[config.mk]
export PLATFORM = sky130hd
export DESIGN_NAME = uart_rx_fifo
export DESIGN_NICKNAME = d
export VERILOG_FILES = /design/src/rtl/uart_rx_fifo.sv
export SDC_FILE = /design/constraint.sdc
export NUM_CORES = 1
export LEC_CHECK = 0
export CAP_MARGIN = 0
export CORE_ASPECT_RATIO = 0.6
export CORE_MARGIN = 2
export CORE_UTILIZATION = 40
export CTS_CLUSTER_SIZE = 12
export DETAILED_ROUTE_END_ITERATION = 12
export PLACE_DENSITY = 0.62
export SLEW_MARGIN = 40
export SYNTH_ARGS = -nofsm -noshare
export SYNTH_HDL_FRONTEND = slang
export SYNTH_SLANG_ARGS = --single-unit
[constraint.sdc]
create_clock -name clk -period 4.25 [get_ports clk]
set_input_delay 0.425 -clock clk [delete_from_list [all_inputs] [get_ports clk]]
set_output_delay 0.425 -clock clk [all_outputs]
set_load 0.01 [all_outputs]
[src/rtl/uart_rx_fifo.sv]
// 8N1 UART receiver with a small first-word fall-through receive FIFO.
// Sticky overrun and framing flags are cleared by clr_err.
module uart_rx_fifo #(
   parameter int unsigned CLKS_PER_BIT = 289,
   parameter int unsigned DEPTH        = 4
) (
   input  logic       clk,
   input  logic       reset,
   input  logic       rxd,
   input  logic       rd_en,
   input  logic       clr_err,
   output logic [7:0] rd_data,
   output logic       rd_valid,
   output logic       overrun,
   output logic       frame_err,
   output logic       busy
);

   localparam int unsigned CNT_W = 10;
   localparam int unsigned PTR_W = $clog2(DEPTH);
   localparam int unsigned CNT_F = PTR_W + 1;
   localparam logic [CNT_W-1:0] HALF_LOAD = CNT_W'(CLKS_PER_BIT / 2 - 1);
   localparam logic [CNT_W-1:0] BIT_LOAD  = CNT_W'(CLKS_PER_BIT - 1);

   typedef enum logic [2:0] {
      S_IDLE, S_START, S_DATA, S_STOP, S_WAIT_IDLE
   } state_t;

   state_t           state, state_nxt;
   logic             rx_meta, rxs;
   logic [CNT_W-1:0] cnt, cnt_nxt;
   logic [7:0]       shift, shift_nxt;
   logic [2:0]       bit_idx, bit_nxt;
   logic             push_c, ferr_c;

   logic [7:0]       mem [DEPTH];
   logic [PTR_W-1:0] wr_ptr, rd_ptr, rd_ptr_nxt;
   logic [CNT_F-1:0] count, count_nxt;
   logic             full_c, pop_c, wr_c;
   logic [7:0]       head_nxt;

   // Two-flop synchronizer; idles high so reset never looks like a start bit.
   always_ff @(posedge clk or negedge reset) begin
      if (!reset) begin
         rx_meta <= 1'b1;
         rxs     <= 1'b1;
      end else begin
         rx_meta <= rxd;
         rxs     <= rx_meta;
      end
   end

   always_ff @(posedge clk or negedge reset) begin
      if (!reset) state <= S_IDLE;
      else        state <= state_nxt;
   end

   always_comb begin
      state_nxt = state;
      case (state)
         S_IDLE:      if (!rxs) state_nxt = S_START;
         S_START:     if (cnt == '0) state_nxt = rxs ? S_IDLE : S_DATA;
         S_DATA:      if (cnt == '0 && bit_idx == 3'd7) state_nxt = S_STOP;
         S_STOP:      if (cnt == '0) state_nxt = rxs ? S_IDLE : S_WAIT_IDLE;
         S_WAIT_IDLE: if (rxs) state_nxt = S_IDLE;
         default:     state_nxt = S_IDLE;
      endcase
   end

   // Bit timer, deserializer and push/error strobes.
   always_comb begin
      cnt_nxt   = cnt;
      shift_nxt = shift;
      bit_nxt   = bit_idx;
      push_c    = 1'b0;
      ferr_c    = 1'b0;
      case (state)
         S_IDLE: if (!rxs) cnt_nxt = HALF_LOAD;
         S_START: begin
            if (cnt != '0) cnt_nxt = cnt - CNT_W'(1);
            else if (!rxs) begin
               cnt_nxt = BIT_LOAD;
               bit_nxt = 3'd0;
            end
         end
         S_DATA: begin
            if (cnt != '0) cnt_nxt = cnt - CNT_W'(1);
            else begin
               shift_nxt = {rxs, shift[7:1]};
               cnt_nxt   = BIT_LOAD;
               bit_nxt   = bit_idx + 3'd1;
            end
         end
         S_STOP: begin
            if (cnt != '0) cnt_nxt = cnt - CNT_W'(1);
            else if (rxs)  push_c = 1'b1;
            else           ferr_c = 1'b1;
         end
         default: ;
      endcase
   end

   always_ff @(posedge clk or negedge reset) begin
      if (!reset) begin
         cnt     <= '0;
         shift   <= '0;
         bit_idx <= '0;
      end else begin
         cnt     <= cnt_nxt;
         shift   <= shift_nxt;
         bit_idx <= bit_nxt;
      end
   end

   // FIFO control; the head byte is precomputed so rd_data is a flop.
   always_comb begin
      full_c     = (count == CNT_F'(DEPTH));
      pop_c      = rd_en && (count != '0);
      wr_c       = push_c && (!full_c || pop_c);
      rd_ptr_nxt = pop_c ? rd_ptr + PTR_W'(1) : rd_ptr;
      count_nxt  = CNT_F'(count + CNT_F'(wr_c) - CNT_F'(pop_c));
      head_nxt   = 8'h00;
      if (count_nxt != '0) begin
         if (wr_c && rd_ptr_nxt == wr_ptr) head_nxt = shift;
         else                              head_nxt = mem[rd_ptr_nxt];
      end
   end

   always_ff @(posedge clk or negedge reset) begin
      if (!reset) begin
         for (int i = 0; i < int'(DEPTH); i++) mem[i] <= 8'h00;
         wr_ptr    <= '0;
         rd_ptr    <= '0;
         count     <= '0;
         rd_valid  <= 1'b0;
         rd_data   <= 8'h00;
         overrun   <= 1'b0;
         frame_err <= 1'b0;
         busy      <= 1'b0;
      end else begin
         if (wr_c) begin
            mem[wr_ptr] <= shift;
            wr_ptr      <= wr_ptr + PTR_W'(1);
         end
         rd_ptr    <= rd_ptr_nxt;
         count     <= count_nxt;
         rd_valid  <= (count_nxt != '0);
         rd_data   <= head_nxt;
         overrun   <= (overrun & ~clr_err) | (push_c & full_c & ~pop_c);
         frame_err <= (frame_err & ~clr_err) | ferr_c;
         busy      <= (state_nxt != S_IDLE);
      end
   end

endmodule

# Word-level counts from Yosys, hierarchy flattened
# Index checks and enable logic that the tools add are counted.
# word_totals
reg_bits,77
input_bits,5
output_inout_bits,12
word_cells,102
# classes
add_sub_neg,6
order_cmp,3
n_eq_ne,13
muxes,33
bitwise,11
reduce_logical,18
# op_table
cell,count
2-to-1 mux 10 bit,5
2-to-1 mux 8 bit,5
case mux 10 bit (4 select lines),1
bitwise mux 32 bit,1
2-to-1 mux 3 bit,9
binary-select mux 8 bit (select 2 bit),1
demux 8 bit (select 2 bit),1
case mux 3 bit (5 select lines),1
zero test 10 bit,1
"inequality test 2 bit, second input constant",5
nonzero test 10 bit,1
"subtractor 10 x 1 -> 10 bit, second input constant",1
"== test 3 bit, second input constant",3
nonzero test 3 bit,3
AND reduction 4 bit,2
"== test 3 x 2 -> 1 bit, second input constant",2
">= comparator 3 bit, second input constant",2
2-to-1 mux 1 bit,6
NOT 2 -> 3 bit,2
case mux 3 bit (2 select lines),1
logical AND 1 bit,5
"adder 2 x 1 -> 2 bit, second input constant",2
AND 1 bit,4
2-to-1 mux 2 bit,2
15 further kinds,18

# Longest topological paths before layout
# logic_depth
ltp_word,9
ltp_mapped,18
mapped_depth_nobuf,16

# Worst setup path after synthesis
# Ideal clock, no wire load.
# synth_timing
path_type,register to register
from,reg cnt[0]
to,reg rd_data[0]
setup_ns,0.119
t_arrival_ns,3.488
required_time_ns,4.131
path_slack_ns,0.643
path_stages_with_launch,19
n_path_buf,2
synth_period_minus_slack_ns,3.607
cell_sequence,dfrtp_1 -> inv_1 -> ha_1 -> or4b_1 -> buf_2 -> or2_4 -> nor3_1 -> buf_2 -> inv_1 -> ha_1 -> inv_1 -> ha_1 -> inv_1 -> fa_1 -> xnor2_1 -> xnor2_1 -> nor3_1 -> clkinv_1 -> o21a_1
# synth_via
elab_chain_cells,8
elab_cells_between_ends,10
cone_classes,2 x add/sub; 4 x mux; 4 x reduce/logical
# synth_rtl
element,line_no,source
start: declaration,31,"logic [CNT_W-1:0] cnt, cnt_nxt;"
start signal: assignment,109,cnt <= cnt_nxt;
nonzero test 10 bit,95,if (cnt != '0) cnt_nxt = cnt - CNT_W'(1);
2-to-1 mux 1 bit,95,
2-to-1 mux 1 bit,77,case (state)
logical AND 1 bit,119,wr_c = push_c && (!full_c || pop_c);
adder 3 x 1 -> 3 bit,121,count_nxt = CNT_F'(count + CNT_F'(wr_c) - CNT_F'(pop_c));
subtractor 3 x 1 -> 3 bit,121,
via count_nxt[2],38,"logic [CNT_F-1:0] count, count_nxt;"
nonzero test 3 bit,123,if (count_nxt != '0) begin
2-to-1 mux 8 bit,123,
via head_nxt[0],40,logic [7:0] head_nxt;
end signal: assignment,148,rd_data <= head_nxt;
end: declaration,12,"output logic [7:0] rd_data,"
# The timed path passes the listed nets, and every way through them passes these cells.
# A chain may end at the register's enable or synchronous reset.

# Final worst setup path
# layout_timing
from,reg cnt[0]
to,reg rd_data[5]
# The elaborated chain is that of the path after synthesis.

==> impl_metrics.env <==
export IMPL_fillers=849
export IMPL_min_period_over_period_pct=87.5
export IMPL_crit_path_frequent_cell="inv_1"
export IMPL_worstPathArrival_ns=3.94
export IMPL_grt_setup_unrepaired="false"
export IMPL_worst_slew_pin_slew_ns=0.806
export IMPL_critical_path_required_ns=4.47
export IMPL_grt_pass1_wl_mm=13.7
export IMPL_cp_slowest_cell="or4b_1"
export IMPL_max_clock_path_buffers=2
export IMPL_setup_viol=0
export IMPL_crit_family="simple AND/OR/NAND/NOR gates"
export IMPL_synth_top_family_by_area="multiplexers"
export IMPL_synth_fa_ha_area_share_pct=3.28
export IMPL_synth_ff_type="dfrtp_1"
export IMPL_avgSynthCellArea_um2=12.7
export IMPL_io_buffers=16
export IMPL_io_pins=17
export IMPL_muxShareOfSynthArea_pct=25.1
export IMPL_drv_slew=0
export IMPL_worstHoldPathType="input port to asynchronous set/reset pin"
export IMPL_final_cell_area_um2=4680
export IMPL_ys_ff_latch=77
export IMPL_first_pass_iters=4
export IMPL_chipHeight_um=81.9
export IMPL_critPathMaxFanout=9
export IMPL_fin_nets=350
export IMPL_netlist_area_leader_share_pct=46.4
export IMPL_cpPeakStageDelay_ns=0.57
export IMPL_synthSimpleGateAreaFrac_pct=9.57
export IMPL_htreeDepth=3
export IMPL_path_cells="inv_1 > ha_1 > or4b_1 > or2_4 > nor3_2 > inv_1 > ha_1 > inv_1 > ha_1 > inv_1 > fa_1 > xnor2_1 > xnor2_1 > nor3_1 > clkinv_1 > o21a_1"
export IMPL_syn_inst=317
export IMPL_post_place_cells=459
export IMPL_grt_max_degree=78
export IMPL_die_w_um=134
export IMPL_grt_pass1_vias=2605
export IMPL_sw_frac_of_total_pct=26.8
export IMPL_synth_nets=332
export IMPL_cts_tree="done"
export IMPL_finalWorstSetupSlack_ns=0.533
export IMPL_drive_above_1_share_pct=28.2
export IMPL_numCtsBuffers=9
export IMPL_pwr_share_seq_pct=43.2
export IMPL_criticalPathCategory="register to register"
export IMPL_timing_fmax_ghz=0.269
export IMPL_drtAntennaViolNets=0
export IMPL_layoutNonFillerInstCount=475
export IMPL_synth_edf_count=0
export IMPL_grt_overflow_total=0
export IMPL_place_ws_ns=0.557
export IMPL_outcome="complete, no violations"
export IMPL_layout_common_cells="dfrtp_1 (75), mux2_4 (25), inv_1 (17), a21oi_1 (17)"
export IMPL_synth_compound_area_share_pct=9.32
export IMPL_place_detailed_hpwl_mm=5.54
export IMPL_final_setup_tns_ns=0
export IMPL_slew_headroom_pct=46.3
export IMPL_diodes=0
export IMPL_synthDistinctLibCells=54
export IMPL_path_clk_slew_ns=0.06
export IMPL_critPathLaunchType="register"
export IMPL_finalHoldViolCount=0
export IMPL_p_comb_share_pct=15.9
export IMPL_cts_setup_buffers=0
export IMPL_drcViolationCount=0
export IMPL_drt_iter0_drc=214
export IMPL_dieArea_um2=11000
export IMPL_crit_buf_inv=5
export IMPL_vias_per_cell=5.35
export IMPL_min_period_ns=3.72
export IMPL_clock_sinks=77
export IMPL_post_dp_cell_area_um2=4370
export IMPL_p_leak_nw=2.26
export IMPL_yosys_area_top_type="dfrtp_1"
export IMPL_clockPowerShare_pct=41.0
export IMPL_grtUsageTotal_pct=16.6
export IMPL_synth_area_leaders="dfrtp_1 (46%), mux2_4 (9.3%), mux4_2 (8.9%), mux2_2 (4.2%), ha_1 (2.8%)"
export IMPL_syn_cell_area_um2=4040
export IMPL_final_common_cell="dfrtp_1"
export IMPL_fin_util_pct=47.5
export IMPL_p_int_mw=1.42
export IMPL_end_kind="register"
export IMPL_rows=28
export IMPL_cts_resized=0
export IMPL_ys_seq_area_share_pct=47.7
export IMPL_async_flop_share_pct=100
export IMPL_syn_to_final_growth_pct=15.8
export IMPL_wl_per_cell_um=17.2
export IMPL_cts_hold_buf=0
export IMPL_peakVddDrop_mv=0.283
export IMPL_antenna_found_initial=0
export IMPL_skew_ns=0.00506
export IMPL_cts_root_buf="clkbuf_16"
export IMPL_place_congestion=0.833
export IMPL_powerDensity_nw_per_um2=415
export IMPL_wirelength_mm=8.16
export IMPL_p_switching_mw=0.521
export IMPL_maxCapViolations=0
export IMPL_num_vias=2543
export IMPL_clk_latency_ns=0.33
export IMPL_ys_warnings_count=0
export IMPL_synth_xor_area_share_pct=1.52
export IMPL_core_area_um2=9840
export IMPL_start_util_pct=41.1
==> cells by family (layout without fill, tap and decap cells) <==
group	after synthesis	in the layout
compound gates	58	58
xor+xnor	7	7
fa+ha+maj	10	10
buf+inv	34	57
flops	77	77
mux	67	67
simple gates	64	64
==> metal layers <==
| layer | up-vias | GRT usage [%] | part of all wire [%] |
|---|---|---|---|
| met2 | 52 | 23.7 | 42 |
| met4 | 0 | 5.11 | 0.38 |
| met1 | 1290 | 24.3 | 52 |
| met5 | - | 0 | 0 |
| met3 | 2 | 4.69 | 5.0 |
| li1 | 1199 | - | - |
==> state kept, by name, indices dropped and copies added, names as in the netlist <==
signal / cells
cnt: 10
overrun: 1
count: 3
state: 3
wr_ptr: 2
mem: 32
bit_idx: 3
rd_data: 8
busy: 1
frame_err: 1
rd_ptr: 2
rd_valid: 1
rxs: 1
shift: 8
rx_meta: 1
==> cell type report <==
cell class | instances | area, um2 | area share, %
multi-input combinational | 206 | 1990 | 42.6
sequential | 77 | 1930 | 41.2
clock buffer | 11 | 233 | 4.97
timing repair buffer | 23 | 214 | 4.57
tap | 135 | 169 | 3.61
clock inverter | 5 | 75.1 | 1.60
inverter | 18 | 67.6 | 1.44
==> metrics by stage <==
stage / total power [mW] / hold slack [ns]
6_report: 1.94 / 0.128
5_1_grt: 2.04 / 0.168
4_1_cts: 1.97 / 0.137
3_5_place_dp: 1.16 / 0.351
3_3_place_gp: 1.15 / 0.351
2_1_floorplan: 1.07 / 0.129
==> Yosys cell counts, types with 3 or more instances <==
cell and n:
inv_1 17, nand2_4 4, a21oi_1 17, nand2_1 16
ha_1 9, mux2_2 15, nor2_1 9, xnor2_1 6
mux4_2 16, mux2_4 25, and3_1 8, o22ai_1 5
clkbuf_1 6, dfrtp_1 75, a211oi_1 3, mux2i_1 11
o21a_1 8, nor3_1 5, o21ai_0 8, buf_2 9
==> final timing paths <==
check | startpoint | to | slack [ns] | cells past startpoint
setup reg to reg | cnt[0] | rd_data[5] | 0.53 | 16
min in group clk | rx_meta | rxs | 0.36 | 0
max in group asynchronous | reset | mem[5] | 3.66 | 1
setup / recovery | cnt[0] | rd_data[5] | 0.53 | 16
hold reg to reg | rx_meta | rxs | 0.36 | 0
hold / removal | reset | mem[16] | 0.13 | 1
==> power groups by stage <==
stage          sequential [mW]  clock (mW)  combinational [mW]
3_5_place_dp             0.851           0               0.311
6_report                 0.838       0.796               0.308
5_1_grt                  0.845       0.848               0.348
4_1_cts                  0.839       0.818               0.313
2_1_floorplan            0.796           0               0.275
3_3_place_gp             0.851           0               0.301
Power figures use the tool's default switching activity.
